**src/rtl/except_ctrl.sv**
```systemverilog
// MEM-stage exception initiator: prioritises exception flags and interrupts,
// feeds CP0, flushes the pipeline and hands the redirect target to fetch.
module except_ctrl #(
    parameter logic [31:0] EXC_VECTOR  = 32'hBFC00380,
    parameter int unsigned SYNC_STAGES = 2
) (
    input  logic        clk,
    input  logic        rst,
    input  logic [5:0]  int_hw_i,
    output logic [5:0]  int_o,
    input  logic        mem_valid_i,
    input  logic        mem_stall_i,
    input  logic [31:0] mem_pc_i,
    input  logic        mem_in_delayslot_i,
    input  logic [7:0]  mem_exc_i,
    input  logic        mem_eret_i,
    input  logic [31:0] mem_daddr_i,
    input  logic        cp0_we_i,
    input  logic [4:0]  cp0_waddr_i,
    input  logic [31:0] cp0_wdata_i,
    input  logic [31:0] status_i,
    input  logic [31:0] cause_i,
    input  logic [31:0] epc_i,
    output logic [31:0] excepttype_o,
    output logic [31:0] pc_o,
    output logic [31:0] bad_vaddr_o,
    output logic        is_in_delayslot_o,
    output logic        flush_o,
    output logic        new_pc_valid_o,
    output logic [31:0] new_pc_o,
    input  logic        new_pc_ready_i
);

    typedef enum logic {IDLE, REDIRECT} state_t;

    localparam logic [4:0] ADDR_STATUS = 5'd12;
    localparam logic [4:0] ADDR_CAUSE  = 5'd13;
    localparam logic [4:0] ADDR_EPC    = 5'd14;

    state_t                        state_q;
    logic                          new_pc_valid_q;
    logic [31:0]                   new_pc_q;
    logic [31:0]                   new_pc_d;
    logic [SYNC_STAGES-1:0][5:0]   sync_q;

    logic [31:0] eff_status;
    logic [31:0] eff_cause;
    logic [31:0] eff_epc;
    logic        int_pending;
    logic        take;
    logic [4:0]  exc_code;
    logic [31:0] bad_vaddr;
    logic        unused_bits;

    always_ff @(posedge clk or negedge rst) begin
        if (!rst) begin
            sync_q <= '0;
        end else begin
            sync_q <= {sync_q[SYNC_STAGES-2:0], int_hw_i};
        end
    end

    assign int_o = sync_q[SYNC_STAGES-1];

    // An MTC0 in flight this cycle must be seen before CP0 has committed it.
    always_comb begin
        eff_status = status_i;
        eff_cause  = cause_i;
        eff_epc    = epc_i;
        if (cp0_we_i) begin
            if (cp0_waddr_i == ADDR_STATUS) eff_status = cp0_wdata_i;
            if (cp0_waddr_i == ADDR_CAUSE)  eff_cause[9:8] = cp0_wdata_i[9:8];
            if (cp0_waddr_i == ADDR_EPC)    eff_epc = cp0_wdata_i;
        end
    end

    assign int_pending = eff_status[0] & ~eff_status[1]
                       & (|(eff_cause[15:8] & eff_status[15:8]));
    assign take = rst & (state_q == IDLE) & mem_valid_i & ~mem_stall_i;

    always_comb begin
        exc_code  = 5'h00;
        bad_vaddr = 32'd0;
        if (take) begin
            if (int_pending)        exc_code = 5'h01;
            else if (mem_exc_i[0]) begin
                exc_code  = 5'h04;
                bad_vaddr = mem_pc_i;
            end
            else if (mem_exc_i[1])  exc_code = 5'h0a;
            else if (mem_exc_i[2])  exc_code = 5'h0c;
            else if (mem_exc_i[3])  exc_code = 5'h0d;
            else if (mem_exc_i[4])  exc_code = 5'h08;
            else if (mem_exc_i[5])  exc_code = 5'h09;
            else if (mem_exc_i[6]) begin
                exc_code  = 5'h04;
                bad_vaddr = mem_daddr_i;
            end
            else if (mem_exc_i[7]) begin
                exc_code  = 5'h05;
                bad_vaddr = mem_daddr_i;
            end
            else if (mem_eret_i)    exc_code = 5'h0e;
        end
    end

    assign new_pc_d = (exc_code == 5'h0e) ? eff_epc : EXC_VECTOR;

    // One capture per exception; REDIRECT blocks further captures until fetch accepts.
    always_ff @(posedge clk or negedge rst) begin
        if (!rst) begin
            state_q        <= IDLE;
            new_pc_valid_q <= 1'b0;
            new_pc_q       <= 32'd0;
        end else begin
            case (state_q)
                IDLE: begin
                    if (exc_code != 5'h00) begin
                        state_q        <= REDIRECT;
                        new_pc_valid_q <= 1'b1;
                        new_pc_q       <= new_pc_d;
                    end
                end
                REDIRECT: begin
                    if (new_pc_ready_i) begin
                        state_q        <= IDLE;
                        new_pc_valid_q <= 1'b0;
                    end
                end
            endcase
        end
    end

    assign excepttype_o      = {27'd0, exc_code};
    assign bad_vaddr_o       = bad_vaddr;
    assign pc_o              = rst ? mem_pc_i : 32'd0;
    assign is_in_delayslot_o = rst & mem_in_delayslot_i;
    assign flush_o           = (exc_code != 5'h00) | (state_q == REDIRECT);
    assign new_pc_valid_o    = new_pc_valid_q;
    assign new_pc_o          = new_pc_q;

    assign unused_bits = ^{eff_status[31:16], eff_status[7:2],
                           eff_cause[31:16], eff_cause[7:0]};

endmodule

```
**config.mk**
```make
export PLATFORM = sky130hd
export DESIGN_NAME = except_ctrl
export DESIGN_NICKNAME = d
export VERILOG_FILES = /design/src/rtl/except_ctrl.sv
export SDC_FILE = /design/constraint.sdc
export NUM_CORES = 1
export LEC_CHECK = 0
export ABC_CLOCK_PERIOD_IN_PS = 2900
export BUFFER_PORTS_ARGS = -buffer_cell sky130_fd_sc_hd__clkbuf_2
export CAP_MARGIN = 20
export CORE_AREA = 2 2 138 140
export CTS_BUF_LIST = sky130_fd_sc_hd__clkbuf_4
export DETAILED_ROUTE_END_ITERATION = 8
export DIE_AREA = 0 0 140 142
export SYNTH_ARGS = -nofsm -noshare
export SYNTH_HDL_FRONTEND = slang
export SYNTH_SLANG_ARGS = --single-unit
```
**constraint.sdc**
```tcl
create_clock -name clk -period 2.9 [get_ports clk]
set_clock_uncertainty 0.2 [all_clocks]
set_input_delay 0.145 -clock clk [delete_from_list [all_inputs] [get_ports clk]]
set_output_delay 0.145 -clock clk [all_outputs]
set_load 0.03 [all_outputs]
```
==> out/qor.csv <==
stage;metric;value;unit
routing;wl_per_cell;14.3;um
floorplanning;die_w;140;um
yosys;syn_inst;327;
routing;vias;3791;
placed_design;dp_slack;-0.0243;ns
floorplanning;die_h;142;um
finish;fin_area;0.00561;sq mm
worst_setup_path;start_kind;primary input;
timing;clock.fmax;0.375;GHz
clock_network;cts_tree;done;
finish;area_growth;79.1;%
clock_network;cts_num_sinks;46;
timing;holdWs;0.0713;ns
clock_network;clk-insertion-delay-late;0.37;ns
grt;grt_first_pass_wirelength;19.6;mm
timing;slew_headroom;0.653;
finish;drive_gt1_frac;0.506;
placed_design;routabilityCongestion;0.803;
floorplanning;start_util;0.170;
placed_design;dp_hpwl;9.75;mm
timing;finalHoldViolations;0;
job;drv_cap;0;
routing;wirelength;13.1;mm
floorplanning;fp-row-count;50;
timing;timing.setup.tns;0;ns
outcome;outcome;finished with violations;
clock_network;root_buffer;clkbuf_4;
worst_setup_path;crit_path_end_kind;output port;
clock_network;clkTransAtPathRegs;0.12;ns
timing;setup_violations;0;
worst_setup_path;critical_path_arrival;2.32;ns
worst_setup_path;reg2reg_to;new_pc_o[16];
placed_design;postPlaceCellArea;0.00476;sq mm
power;leakage;2.81;nW
yosys;ys_seq_area_frac;0.367;
floorplanning;core;0.0185;sq mm
clock_network;cts_max_path_buffers;2;
timing;setup_ws;0.230;ns
yosys;synth_seq_cells;46;
worst_setup_path;reg2reg_depth;5;
power;power_density;287;mW/mm^2
grt;grt_pass1_vias;3894;
routing;drtPass1Iterations;6;
grt;antenna_found_initial;1;
worst_hold_path;min_to;state_q;
yosys;avgSynthCellArea;9.58;sq um
floorplanning;io_pins;356;
timing;rsz0062_at_grt;yes;
worst_setup_path;rrSetupSlack;0.88;ns
yosys;syn_area;0.00313;sq mm
clock_network;htree_levels;2;
worst_setup_path;crit_path_max_fanout;6;
grt;grt-ovfl-total;0;
grt;track_usage;0.127;
timing;drv_slew;0;
finish;fin_nets;897;
worst_setup_path;r2r_start;state_q;
clock_network;cts_made_buffers;5;
yosys;synth_warnings;0;
yosys;netlist-cell-type-count;33;
worst_setup_path;crit_type;in -> out;
routing;drt_iter0_drc;142;
floorplanning;die_area;0.0199;sq mm
power;vdd_ir_drop_max;0.211;mV
worst_hold_path;holdCritStartpoint;mem_stall_i;
routing;ant_nets;0;
worst_hold_path;hold_class;in -> reg;
routing;drc;18;
timing;worst_slew_pin_slew;0.521;ns
placed_design;io_buffers;281;
grt;grt_start_max_net_pins;53;
worst_hold_path;min_delay_path_depth;5;
finish;fillers;1925;
routing;via_per_inst;4.15;
timing;timing.final.crit_period;2.67;ns
worst_setup_path;required;2.56;ns
outcome;violations;design-rule violations;
timing;post-route-period-util;0.921;
==> placed cells by master (no fill, tap or decap), types with 2 or more instances in the layout <==
cell / instances
buf_12: 2
o21ai_0: 2
buf_4: 19
dfrtp_1: 46
o21a_1: 2
a22oi_1: 32
mux2_2: 25
a2bb2oi_1: 13
conb_1: 28
nand2_1: 11
nor2_1: 40
a221oi_2: 2
buf_2: 4
a22o_1: 21
clkbuf_4: 12
and2_1: 34
a21oi_1: 3
buf_6: 2
dlygate4sd3_1: 72
or3_1: 2
mux2i_1: 14
a31oi_1: 2
nor3_1: 3
clkbuf_2: 268
inv_1: 3
==> layer usage <==
layer / up-vias / wire, um / track usage
met5: - / 0 / 0
li1: 1816 / - / -
met2: 201 / 6970 / 0.248
met3: 19 / 832 / 0.0205
met4: 0 / 250 / 0.0431
met1: 1755 / 5000 / 0.137
==> cells by family (layout without fill, tap and decap cells) <==
family,after synthesis,after routing,share of synthesized area
flops,46,46,0.367
compound gates,80,80,0.207
buf+inv,60,384,0.119
mux,39,39,0.135
other cells,1,29,0.00120
simple gates,101,101,0.171
==> through the flow <==
| step | instances | power [mW] | utilization |
|---|---|---|---|
| 3_3_place_gp | 832 | 1.16 | 0.258 |
| 5_1_grt | 913 | 1.71 | 0.304 |
| 4_1_cts | 911 | 1.63 | 0.301 |
| 6_report | 913 | 1.61 | 0.304 |
| 2_1_floorplan | 354 | 0.969 | - |
| 3_5_place_dp | 832 | 1.16 | 0.258 |
==> worst max-delay path by stage <==
stage	start	to	slack [ns]	cells after the start
floorplan	cp0_we_i	excepttype_o[1]	-0.02	8
global placement	cp0_we_i	bad_vaddr_o[9]	-0.06	11
global route	cp0_we_i	excepttype_o[3]	-0.005	11
detailed placement	cp0_we_i	new_pc_o[26]	-0.02	11
CTS	cp0_we_i	bad_vaddr_o[9]	0.006	11
finish	cp0_waddr_i[4]	excepttype_o[3]	0.23	10
==> flip-flops by register name, indices dropped and copies added, names as in the netlist <==
signal	flops
new_pc_o	32
int_o	6
sync_q	6
new_pc_valid_o	1
state_q	1
==> report_power, final <==
group	switching, mW	internal (mW)
Combinational	0.315	0.258
Sequential	0.00637	0.657
Clock	0.200	0.174
Total	0.521	1.09
==> cell usage after synthesis <==
library cell / number / share of area
nor4b_4: 1 / 0.0076
buf_2: 10 / 0.016
nor4bb_1: 1 / 0.0032
o21ai_0: 2 / 0.0032
a2bb2oi_1: 13 / 0.036
nor2b_1: 1 / 0.0020
or3_1: 2 / 0.0040
and2_1: 34 / 0.068
a21oi_1: 3 / 0.0048
a41oi_2: 1 / 0.0052
nand2b_1: 1 / 0.0020
a31oi_1: 2 / 0.0040
clkbuf_1: 11 / 0.013
nor4_1: 1 / 0.0020
a22oi_1: 32 / 0.077
dfrtp_1: 46 / 0.37
nand2_1: 11 / 0.013
a22o_1: 21 / 0.059
mux2_2: 25 / 0.090
nor4b_1: 1 / 0.0028
nor4_4: 1 / 0.0068
nor3b_1: 1 / 0.0024
o21ai_1: 1 / 0.0016
a221oi_2: 2 / 0.0096
nor2_1: 41 / 0.049
nand3_1: 1 / 0.0016
inv_1: 3 / 0.0036
o21a_1: 2 / 0.0048
conb_1: 1 / 0.0012
nor3_1: 4 / 0.0064
mux2i_1: 14 / 0.045
o31ai_1: 1 / 0.0024
buf_4: 36 / 0.086
==> area by class of cell <==
class	count	area [sq um]	area share
clock inverters	2	33.8	0.00602
well taps	234	293	0.0522
diodes	1	2.50	0.000446
repair buffers	374	2340	0.417
clock buffers	5	37.5	0.00669
multi-input cells	248	1740	0.311
inverters	3	11.3	0.00201
flip-flops and latches	46	1150	0.205
==> critical path: stages <==
cell and delay (ns):
clkbuf_2 0.11, nor4_4 0.28, buf_6 0.17, mux2_2 0.35
a221oi_2 0.31, a41oi_2 0.21, nand2b_4 0.22, nor3_1 0.18
buf_4 0.15, clkbuf_2 0.20
==> timing repair <==
action / CTS / global route
setup buffers: 0 / 1
gates resized for setup: 1 / 28
hold buffers: 72 / 0
hold endpoints to repair: 58 / 0
setup endpoints to repair: 3 / 36
pin swaps: 0 / 1
No activity file was read; power rests on OpenSTA's default activity.
